[src/rtl/seq_restoring_divider.sv]
//------------------------------------------------------------------------------
// seq_restoring_divider
//
// Sequential unsigned restoring divider. Each RUN cycle produces one quotient
// bit, MSB first, so an operation takes DVD_W cycles. Control uses a
// start/busy/done handshake. This is the inverse of the 4x4 array multiplier:
// quotient*divisor + remainder == dividend.
//
// Parameters:
//   DVD_W  dividend/quotient width and number of iteration cycles (>= 2)
//   DVR_W  divisor/remainder width (must be <= DVD_W)
//
// Ports:
//   clk          in   rising-edge clock
//   rst_n        in   asynchronous active-low reset
//   start        in   operation request, sampled when busy=0
//   dividend     in   DVD_W-bit unsigned dividend, captured with start
//   divisor      in   DVR_W-bit unsigned divisor, captured with start
//   busy         out  high while iterating
//   done         out  one-cycle pulse; results are valid from this cycle
//   quotient     out  registered quotient, held until the next accepted start
//   remainder    out  registered remainder, held until the next accepted start
//   div_by_zero  out  set alongside done when the captured divisor was zero
//------------------------------------------------------------------------------
module seq_restoring_divider #(
   parameter int DVD_W = 8,
   parameter int DVR_W = 4
) (
   input  logic             clk,
   input  logic             rst_n,
   input  logic             start,
   input  logic [DVD_W-1:0] dividend,
   input  logic [DVR_W-1:0] divisor,
   output logic             busy,
   output logic             done,
   output logic [DVD_W-1:0] quotient,
   output logic [DVR_W-1:0] remainder,
   output logic             div_by_zero
);

   localparam int               CNT_W    = (DVD_W > 1) ? $clog2(DVD_W) : 1;
   localparam logic [CNT_W-1:0] CNT_LAST = CNT_W'(DVD_W - 1);

   typedef enum logic [1:0] {
      S_IDLE = 2'd0,
      S_RUN  = 2'd1,
      S_DONE = 2'd2
   } state_t;

   state_t           r_state;
   state_t           w_state_next;

   logic [DVR_W:0]   r_p;        // partial remainder, one guard bit
   logic [DVD_W-1:0] r_q;        // dividend shifting out / quotient shifting in
   logic [CNT_W-1:0] r_cnt;      // bits left to produce, minus one
   logic [DVR_W-1:0] r_dvr;      // captured divisor
   logic [DVD_W-1:0] r_quot;
   logic [DVR_W-1:0] r_rem;
   logic             r_dbz;

   logic             w_accept;
   logic             w_dvr_zero;
   logic             w_last;
   logic [DVR_W:0]   w_t;
   logic             w_ge;
   logic [DVR_W:0]   w_p_new;
   logic [DVD_W-1:0] w_q_new;

   assign w_dvr_zero = (divisor == '0);
   assign w_last     = (r_cnt == '0);

   // Trial subtraction: shift the next dividend bit into the partial
   // remainder and subtract the divisor only if it fits (restoring step).
   assign w_t     = {r_p[DVR_W-1:0], r_q[DVD_W-1]};
   assign w_ge    = (w_t >= {1'b0, r_dvr});
   assign w_p_new = w_ge ? (w_t - {1'b0, r_dvr}) : w_t;
   assign w_q_new = {r_q[DVD_W-2:0], w_ge};

   //---------------------------------------------------------------------------
   // FSM: state register
   //---------------------------------------------------------------------------
   always_ff @(posedge clk or negedge rst_n) begin
      if (!rst_n) begin
         r_state <= S_IDLE;
      end else begin
         r_state <= w_state_next;
      end
   end

   //---------------------------------------------------------------------------
   // FSM: next state and start acceptance. DONE accepts start exactly like
   // IDLE so operations can run back to back with no idle gap.
   //---------------------------------------------------------------------------
   always_comb begin
      w_state_next = r_state;
      w_accept     = 1'b0;
      case (r_state)
         S_IDLE, S_DONE: begin
            w_state_next = S_IDLE;
            if (start) begin
               w_accept     = 1'b1;
               w_state_next = w_dvr_zero ? S_DONE : S_RUN;
            end
         end
         S_RUN: begin
            if (w_last) begin
               w_state_next = S_DONE;
            end
         end
         default: begin
            w_state_next = S_IDLE;
         end
      endcase
   end

   //---------------------------------------------------------------------------
   // Datapath. Result registers change only on a divide-by-zero accept or at
   // the end of the final RUN cycle, so they hold the previous result while a
   // new operation is iterating.
   //---------------------------------------------------------------------------
   always_ff @(posedge clk or negedge rst_n) begin
      if (!rst_n) begin
         r_p    <= '0;
         r_q    <= '0;
         r_cnt  <= '0;
         r_dvr  <= '0;
         r_quot <= '0;
         r_rem  <= '0;
         r_dbz  <= 1'b0;
      end else if (w_accept) begin
         r_dvr <= divisor;
         r_p   <= '0;
         r_q   <= dividend;
         r_cnt <= CNT_LAST;
         if (w_dvr_zero) begin
            r_quot <= '1;
            r_rem  <= '0;
            r_dbz  <= 1'b1;
         end
      end else if (r_state == S_RUN) begin
         r_p   <= w_p_new;
         r_q   <= w_q_new;
         r_cnt <= r_cnt - CNT_W'(1);
         if (w_last) begin
            r_quot <= w_q_new;
            r_rem  <= w_p_new[DVR_W-1:0];
            r_dbz  <= 1'b0;
         end
      end
   end

   assign busy        = (r_state == S_RUN);
   assign done        = (r_state == S_DONE);
   assign quotient    = r_quot;
   assign remainder   = r_rem;
   assign div_by_zero = r_dbz;

endmodule

[config.mk]
export PLATFORM = sky130hd
export DESIGN_NAME = seq_restoring_divider
export DESIGN_NICKNAME = d
export VERILOG_FILES = /design/src/rtl/seq_restoring_divider.sv
export SDC_FILE = /design/constraint.sdc
export NUM_CORES = 1
export LEC_CHECK = 0
export BUFFER_PORTS_ARGS = -buffer_cell sky130_fd_sc_hd__buf_2
export CORE_MARGIN = 1.5
export CORE_UTILIZATION = 35
export CTS_CLUSTER_SIZE = 24
export DETAILED_ROUTE_END_ITERATION = 8
export PLACE_DENSITY = 0.65
export SLEW_MARGIN = 10
export SYNTH_ARGS = -nofsm -noshare
export SYNTH_HDL_FRONTEND = slang
export SYNTH_SLANG_ARGS = --single-unit
export TNS_END_PERCENT = 5
[constraint.sdc]
create_clock -name clk -period 1.5 [get_ports clk]
set_input_delay 0.075 -clock clk [delete_from_list [all_inputs] [get_ports clk]]
set_output_delay 0.075 -clock clk [all_outputs]
set_load 0.02 [all_outputs]
==> run summary, run 1 <==
The run finished, with violations left. The checks that failed: setup timing. The total instance count after detailed placement is ~270. The sequential share of power is ~28%. Among all flip-flop cells after synthesis, the most frequent one is sky130_fd_sc_hd__dfrtp_1.

The kind of capture point of the worst setup path is a register. Wires add up to 3926 um. The sequential share of the synthesized area is roughly half. Counting every instance in the synthesized netlist gives 159. The final-layout setup total negative slack is -695.4 ps. The worst-case setup margin in the final layout is -130.4 ps. The cell family contributing the most delay on the critical path is flip-flops. The final critical-path required period is approximately 1600 ps. The final number of hold-violating endpoints is 0.

The net count after synthesis is around 180. The slowest stage of the critical path is the sky130_fd_sc_hd__dfrtp_2 cell. Once layout is complete, the cells apart from fillers number ~280. In this run the power spent charging and discharging nets is 2.564 mW.

The die footprint came out at about 5300 um2. In the layout the commonest cells are sky130_fd_sc_hd__dfrtp_1 (33), sky130_fd_sc_hd__buf_2 (29), sky130_fd_sc_hd__nand2_1 (25). The critical path class is reg -> reg. The number of synthesized flops with an enable pin came out at 0. The die height is approximately 73 um. The synthesis warning total came out at 0. The post-route fraction of the period consumed by the critical path is 108.7%.

The total overflow left after global routing is 0. The number of pins exceeding their max-slew limit in the final report is 0. The final route contains approximately 1300 vias. Entering global routing, the biggest net connects 35 pins. The synthesized design contains 34 register bits.

The all-layer global routing usage came out at between 10% and 20%. The cell sitting at the root of the clock tree is a sky130_fd_sc_hd__clkbuf_8. Once layout is complete, the utilization of the core stands at 48.37%. The power density over the cells is roughly 2700 nW/um2. After detailed routing, the number of remaining DRC violations is 0. The routed wirelength normalized by instance count is 14.17 um. The first global-routing pass estimated about 6600 um of wire.

After synthesis, the mean cell area works out to 10.81 um2. The data arrival at the endpoint of the critical path is roughly 1800 ps. For this run, asynchronously set or reset flops after synthesis account for between 90% and 100%.

The proportion of layout cells with a drive suffix above 1 came out at around 47%. The iteration count of the initial detailed-routing pass is 4. TritonCTS built the clock tree. The number of buffers inserted by port buffering came out at 29. Setup violations remaining at the end of the flow were counted as 9. The portion of total power attributed to combinational logic is 61.8%. The synthesized netlist occupies a cell area of 1719 um2. CTS saw 34 sinks. The synthesis-to-finish area growth is 32.90%. The slew at the pin with the worst max-slew slack is roughly 500 ps.

The switching portion of total power is ~42%. The kind of start point of the critical path is a register. The detail route stage leaves a number of antenna-violating nets equal to 0. Using the TritonRoute via totals, the vias-per-cell ratio works out to between 4 and 5. The number of max-capacitance violations reported is 0. The number of nets in the final layout came out at 232.

The number of distinct library cells after synthesis came out at 43. The number of H-tree branching levels is 2. The placed wire-length estimate after detailed placement is roughly 2600 um. After the first detailed-routing iteration, the DRC count stood at between 50 and 60. The instance area at placement is between 2000 and 2500 um2. The clock latency on the worst-skew pair is 290 ps.

The horizontal extent of the die came out at about 73 um. The count of buffering cells on the critical path with inverters included came out at 0. Headroom to the max-slew limit came out at 67.51%. The clock group share of total power is roughly a tenth. The number of clock buffers added by TritonCTS is 5. The reported leakage power is ~1.1 nW.

The worst path required time is between 1500 and 2000 ps. The achievable clock frequency is 0.6133 GHz. The initial antenna violation count is 0.

The largest voltage drop on the vdd net came out at 0.0009291 V. The number of antenna cells inserted came out at 0. The initialized floorplan defines 25 standard-cell rows.

Pin placement for this block handled 30 I/O pins. The worst clock skew is roughly 1.9 ps. The number of buffers between clock root and the deepest sink came out at 2.

Once the floorplan was initialized, standard cells occupied a little over a third of the core. The via count of the first global-routing pass came out at approximately 1400. In this run the worst hold path is classified as in -> reg. Setup repair after global routing could not meet its margin everywhere.

The core box area came out at ~4700 um2. The final design area excluding fillers is approximately 2300 um2. The largest incremental delay on the critical path came out at ~440 ps. The clock-pin slew of the registers on the worst-case setup and hold paths came out at ~70 ps. Leaving out fill and tap cells, the most frequent cell in the layout is sky130_fd_sc_hd__dfrtp_1.

The top fanout value on the critical path came out at 2. The signal on the critical path passes through ha_4, nand2b_4, a21oi_4, mux2_4, o32ai_2. The total internal power came out at ~3.5 mW. Hold timing on the final database bottoms out at a slack of approximately 1.2 ps. The final weighted congestion in routability-driven placement came out at ~0.85.
==> final cells by class <==
type                    count  area (um2)
multi-input cells         102       864.6
repair buffers             53       345.3
well taps                  67       83.83
flip-flops and latches     34       852.1
fillers                   457        2439
clock inverters             2       10.01
inverters                  14       60.06
clock buffers               5       68.82
==> per-stage QoR <==
step / power, mW / setup WS [ps]
global placement: 4.675 / -145.8
detailed placement: 4.737 / -172.7
global route: 6.513 / -201.2
CTS: 5.873 / -106.8
floorplan: 3.836 / -10.18
finish: 6.055 / -130.4
==> path summary, 6_finish.rpt <==
path / startpoint / to / slack, ps / cells after the start
max: r_p[0]$_DFFE_PN0P_ / remainder[3]$_DFFE_PN0P_ / -130 / 5
min: dividend[3] / r_q[3]$_DFFE_PN0P_ / 1 / 3
max reg2reg: r_p[0]$_DFFE_PN0P_ / remainder[3]$_DFFE_PN0P_ / -130 / 5
min reg2reg: r_cnt[0]$_DFFE_PN0P_ / r_cnt[0]$_DFFE_PN0P_ / 470 / 1
max in group asynchronous: rst_n / r_p[0]$_DFFE_PN0P_ / 820 / 3
min in group asynchronous: rst_n / quotient[2]$_DFFE_PN0P_ / 350 / 3
==> flip-flops by register name (all words and copies together) (netlist names) <==
register     flops
r_cnt            3
r_dvr            4
quotient         8
div_by_zero      1
r_p              4
r_state          2
remainder        4
r_q              8
==> timing repair <==
action	CTS	global route
hold buffers	2	0
hold endpoints to repair	35	0
buffers inserted	2	1
setup endpoints to repair	10	17
gates resized for setup	25	6
pin swaps	14	6
==> layer usage <==
| metal | up-vias | routed length, um | global-route usage (%) |
|---|---|---|---|
| li1 | 659 | - | - |
| met1 | 656 | 1842 | 22.46 |
| met2 | 23 | 1885 | 25.86 |
| met3 | 5 | 126 | 4.558 |
| met4 | 0 | 72 | 6.289 |
| met5 | - | 0 | 0 |
==> logic make-up (layout without fill, tap and decap cells) <==
group           after synthesis  after routing  synth area share, %
xor+xnor                      1              1               0.5096
flops                        34             34                49.49
buf+inv                      23             74                7.787
fa+ha+maj                     7              7                5.531
simple gates                 51             51                16.23
mux                           1              1               0.6550
compound gates               42             42                19.80
==> power groups by stage <==
stage               Clock [mW]  Sequential, mW  Combinational, mW
floorplan                    0            1.84               2.00
global placement             0            1.64               3.03
detailed placement           0            1.66               3.08
CTS                      0.653            1.68               3.54
global route             0.691            1.75               4.07
finish                   0.636            1.68               3.74
==> cells in the mapped netlist (3+ instances only) <==
master | count | area share [%]
sky130_fd_sc_hd__dfrtp_1 | 34 | 49
sky130_fd_sc_hd__o32ai_2 | 3 | 2.8
sky130_fd_sc_hd__ha_1 | 6 | 4.4
sky130_fd_sc_hd__buf_6 | 4 | 2.6
sky130_fd_sc_hd__o22a_1 | 3 | 1.5
sky130_fd_sc_hd__o22a_2 | 4 | 2.3
sky130_fd_sc_hd__a22oi_1 | 7 | 3.1
sky130_fd_sc_hd__a21oi_1 | 7 | 2.0
sky130_fd_sc_hd__nand2_1 | 25 | 5.5
sky130_fd_sc_hd__nor2_1 | 4 | 0.87
sky130_fd_sc_hd__and3_1 | 4 | 1.5
sky130_fd_sc_hd__inv_1 | 13 | 2.8
sky130_fd_sc_hd__o21ai_0 | 6 | 1.7
sky130_fd_sc_hd__nand2b_1 | 3 | 1.1
==> worst min-delay path: cells and delay by family <==
family                 cells  cell delay [ps]
buffers and inverters      1               70
and+or+nand+nor            1               50
AOI/OAI and AO/OA          1               50
(Power assumes the default switching activity.)
==> inputs of run 2 (changes only) <==
CORE_UTILIZATION = 40   (was 35)
PLACE_DENSITY = 0.72   (was 0.65)
==> run 2 against run 1 <==
Net effect:
- the run still ends with setup timing left
- first-iteration DRC count is 53% higher
- sequential cell count stayed put
- hold slack improved by 5.0 ps
- clock power grew 39%
- wire length increased by 8.2%
- register-to-register slack better by 20 ps
- sequential power about the same
- worst setup slack gained 25 ps
- largest power group unchanged
- highest routed layer unchanged
==> run summary, run 2 (synthesis gave the netlist of run 1 again) <==
After detailed routing, the total wire length is 4247 um. The largest incremental delay on the critical path is between 400 and 500 ps. The first global-routing pass estimated roughly 7000 um of wire. The final critical-path required period came out at roughly 1600 ps. The number of buffers inserted by port buffering came out at 29. The clock latency on the worst-skew pair came out at 300 ps. In this run the cell area measured after placement is 2021 um2.

Once the floorplan was initialized, standard cells occupied between 40 and 50% of the core. The power density over the cells is between 2000 and 3000 nW/um2. In the post-route analysis, the smallest setup slack over all paths is -105.7 ps.

The achievable clock frequency came out at 0.6228 GHz. The power consumption is 6.265 mW. The largest voltage drop on the vdd net came out at about 0.00093 V. The CTS tree is yes.

The tightest min-delay check is of the in -> reg type. Setup repair after global routing could not meet its margin everywhere. The master cell of the clock root buffer is sky130_fd_sc_hd__clkbuf_8. Summed over all nets, the half-perimeter wirelength after detailed placement is 2584 um.

The synthesis-to-finish area growth is 36.10%. The number of cells on the worst reg-to-reg path came out at 5. The critical path goes through inv_2, ha_4, fa_2, and3_4, o32ai_2. The count of buffering cells on the critical path with inverters included came out at 1. The worst clock skew is a little under 9 ps. The largest net degree at the start of global routing came out at 35. The final reports fail on setup timing. The reported leakage power is around 1.1 nW. The total of fill cells in the finished design is between 300 and 400. STA classifies the critical path startpoint as a register. In the final layout, the multi-input gates occupy 845.8 um2. The clock sink total is 34. Setup slack on the worst reg-to-reg path comes out at -110 ps. From left edge to right edge, the die measures a little under 70 um. The die height came out at between 60 and 70 um. The number of H-tree branching levels is 2. The number of antenna cells inserted came out at 0. The initial antenna violation count is 0. The floorplan step defined a core boundary enclosing between 4000 and 5000 um2. The top fanout value on the critical path came out at 3. The cell at the slowest stage of the critical path is sky130_fd_sc_hd__fa_2. The worst setup path is of the reg -> reg kind. STA classifies the critical path endpoint as a register. The count of final setup violators came out at 10. The number of buffers created by CTS came out at 5. The count of routing violations after the opening detailed-route iteration came out at 90. The via count of the first global-routing pass came out at 1403. The most critical setup path has its startpoint at r_q[7]$_DFFE_PN0P_. The die footprint is around 4700 um2. The timing endpoint of the critical path is remainder[1]$_DFFE_PN0P_. The library cell used most frequently in the layout, excluding fill and tap cells, is sky130_fd_sc_hd__dfrtp_1.

The final design area excluding fillers came out at about 2300 um2. The worst slack on hold paths is just over 6 ps. The final number of hold-violating endpoints came to 0. In this run the critical register-to-register path is captured at remainder[1]$_DFFE_PN0P_. Global routing consumed, over all layers together, approximately a fifth of the routing resources. The remaining global-route overflow is 0. The worst path uses 107.0% of the clock period. The detail route stage leaves a number of antenna-violating nets equal to 0. The data arrival at the endpoint of the critical path came out at between 1500 and 2000 ps. Broken down by cell family, the worst path's largest delay share belongs to adder cells.

The routed via count came out at ~1400. Row generation in the floorplan step produced 23 rows. The clock-pin slew of the registers on the worst-case setup and hold paths is 80 ps. The number of max-capacitance violations reported is 0. The via count normalized by instance count came out at 5.230. The sequential cell area in the final layout is ~850 um2. The iteration count of the initial detailed-routing pass came out at 5. The proportion of layout cells with a drive suffix above 1 is roughly 45%. Leaving out fill and tap cells, the most frequent cells in the layout are sky130_fd_sc_hd__dfrtp_1 (34), sky130_fd_sc_hd__buf_2 (30), sky130_fd_sc_hd__nand2_1 (25). The worst path required time is 1700 ps.

The flow ran to the end, but the final reports show violations. The number of buffers between clock root and the deepest sink is 2. The remaining routing DRC violations came out at 0. The worst max-slew margin expressed relative to the limit came out at about 71%. The number of pins exceeding their max-slew limit in the final report came to 0. The routed wirelength normalized by instance count came out at ~16 um. In this run the critical register-to-register path is launched from r_q[7]$_DFFE_PN0P_. After the last flow step, the layout net total stands at 240. The number of gates on the worst path with buffers counted is 5. The slew at the pin with the worst max-slew slack is ~440 ps. The I/O pin total came out at 30.

The congestion estimate from routability-driven global placement came to approximately 0.85. Timing analysis after detailed placement gives a worst setup slack of -157.3 ps.
## run 2: cell count changes in the layout (fill, tap and decap cells not counted), moves of 2 or more
cell	change
sky130_fd_sc_hd__buf_6	-3
sky130_fd_sc_hd__dlygate4sd3_1	+4
sky130_fd_sc_hd__inv_1	+2
sky130_fd_sc_hd__clkinvlp_4	+2
sky130_fd_sc_hd__clkinv_2	-2
sky130_fd_sc_hd__inv_2	-2
sky130_fd_sc_hd__buf_4	+4
## run 2: what timing repair did
item,CTS,global route
buffers inserted,2,3
hold buffers,6,0
hold endpoints to repair,39,0
cloned,1,1
resized for setup,16,4
endpoints found under the setup margin,10,18
pin swaps,11,8
## run 2: how the worst min path moves through the flow
stage | startpoint | end | depth (start not counted)
after global routing | dividend[6] | r_q[6]$_DFFE_PN0P_ | 3
after detailed placement | rst_n | r_dvr[1]$_DFFE_PN0P_ | 2
after CTS | dividend[6] | r_q[6]$_DFFE_PN0P_ | 3
final | dividend[6] | r_q[6]$_DFFE_PN0P_ | 3
after global placement | rst_n | r_dvr[1]$_DFFE_PN0P_ | 2
after floorplan | rst_n | div_by_zero$_DFFE_PN0P_ | 0
## run 2: report_power, final
part | leakage, nW | total, mW | internal [mW] | switching [mW]
combinational | 0.635 | 3.72 | 1.75 | 1.97
clock | 0.0504 | 0.882 | 0.494 | 0.388
sequential | 0.395 | 1.66 | 1.38 | 0.284
total | 1.08 | 6.27 | 3.62 | 2.64
## run 2: worst min-delay path: cells and delay by family
kind	cells	cell delay, ps
AOI/OAI and AO/OA	1	60
and+or+nand+nor	1	60
buffers and inverters	1	80
## run 2: area by class of cell
type,count,share of cell area (%)
tap,50,2.674
sequential,34,36.36
clock buffer,5,2.941
clock inverter,3,1.925
multi-input combinational,103,36.15
timing repair buffer,60,17.38
inverter,14,2.567
## run 2: layer usage
metal / global-route usage [%] / wire, um / vias to the layer above
met5: 0 / 0 / -
met4: 8.750 / 82 / 0
met3: 5.195 / 186 / 7
met2: 32.21 / 2086 / 40
met1: 27.45 / 1891 / 685
li1: - / - / 675
## run 2: per-stage QoR
stage	TNS, ps	util (%)	std cells
global placement	-961.6	49.80	248
detailed placement	-1214	49.80	248
global route	-1253	57.66	269
floorplan	-18.83	-	159
CTS	-325.3	56.58	265
finish	-590.6	57.66	269
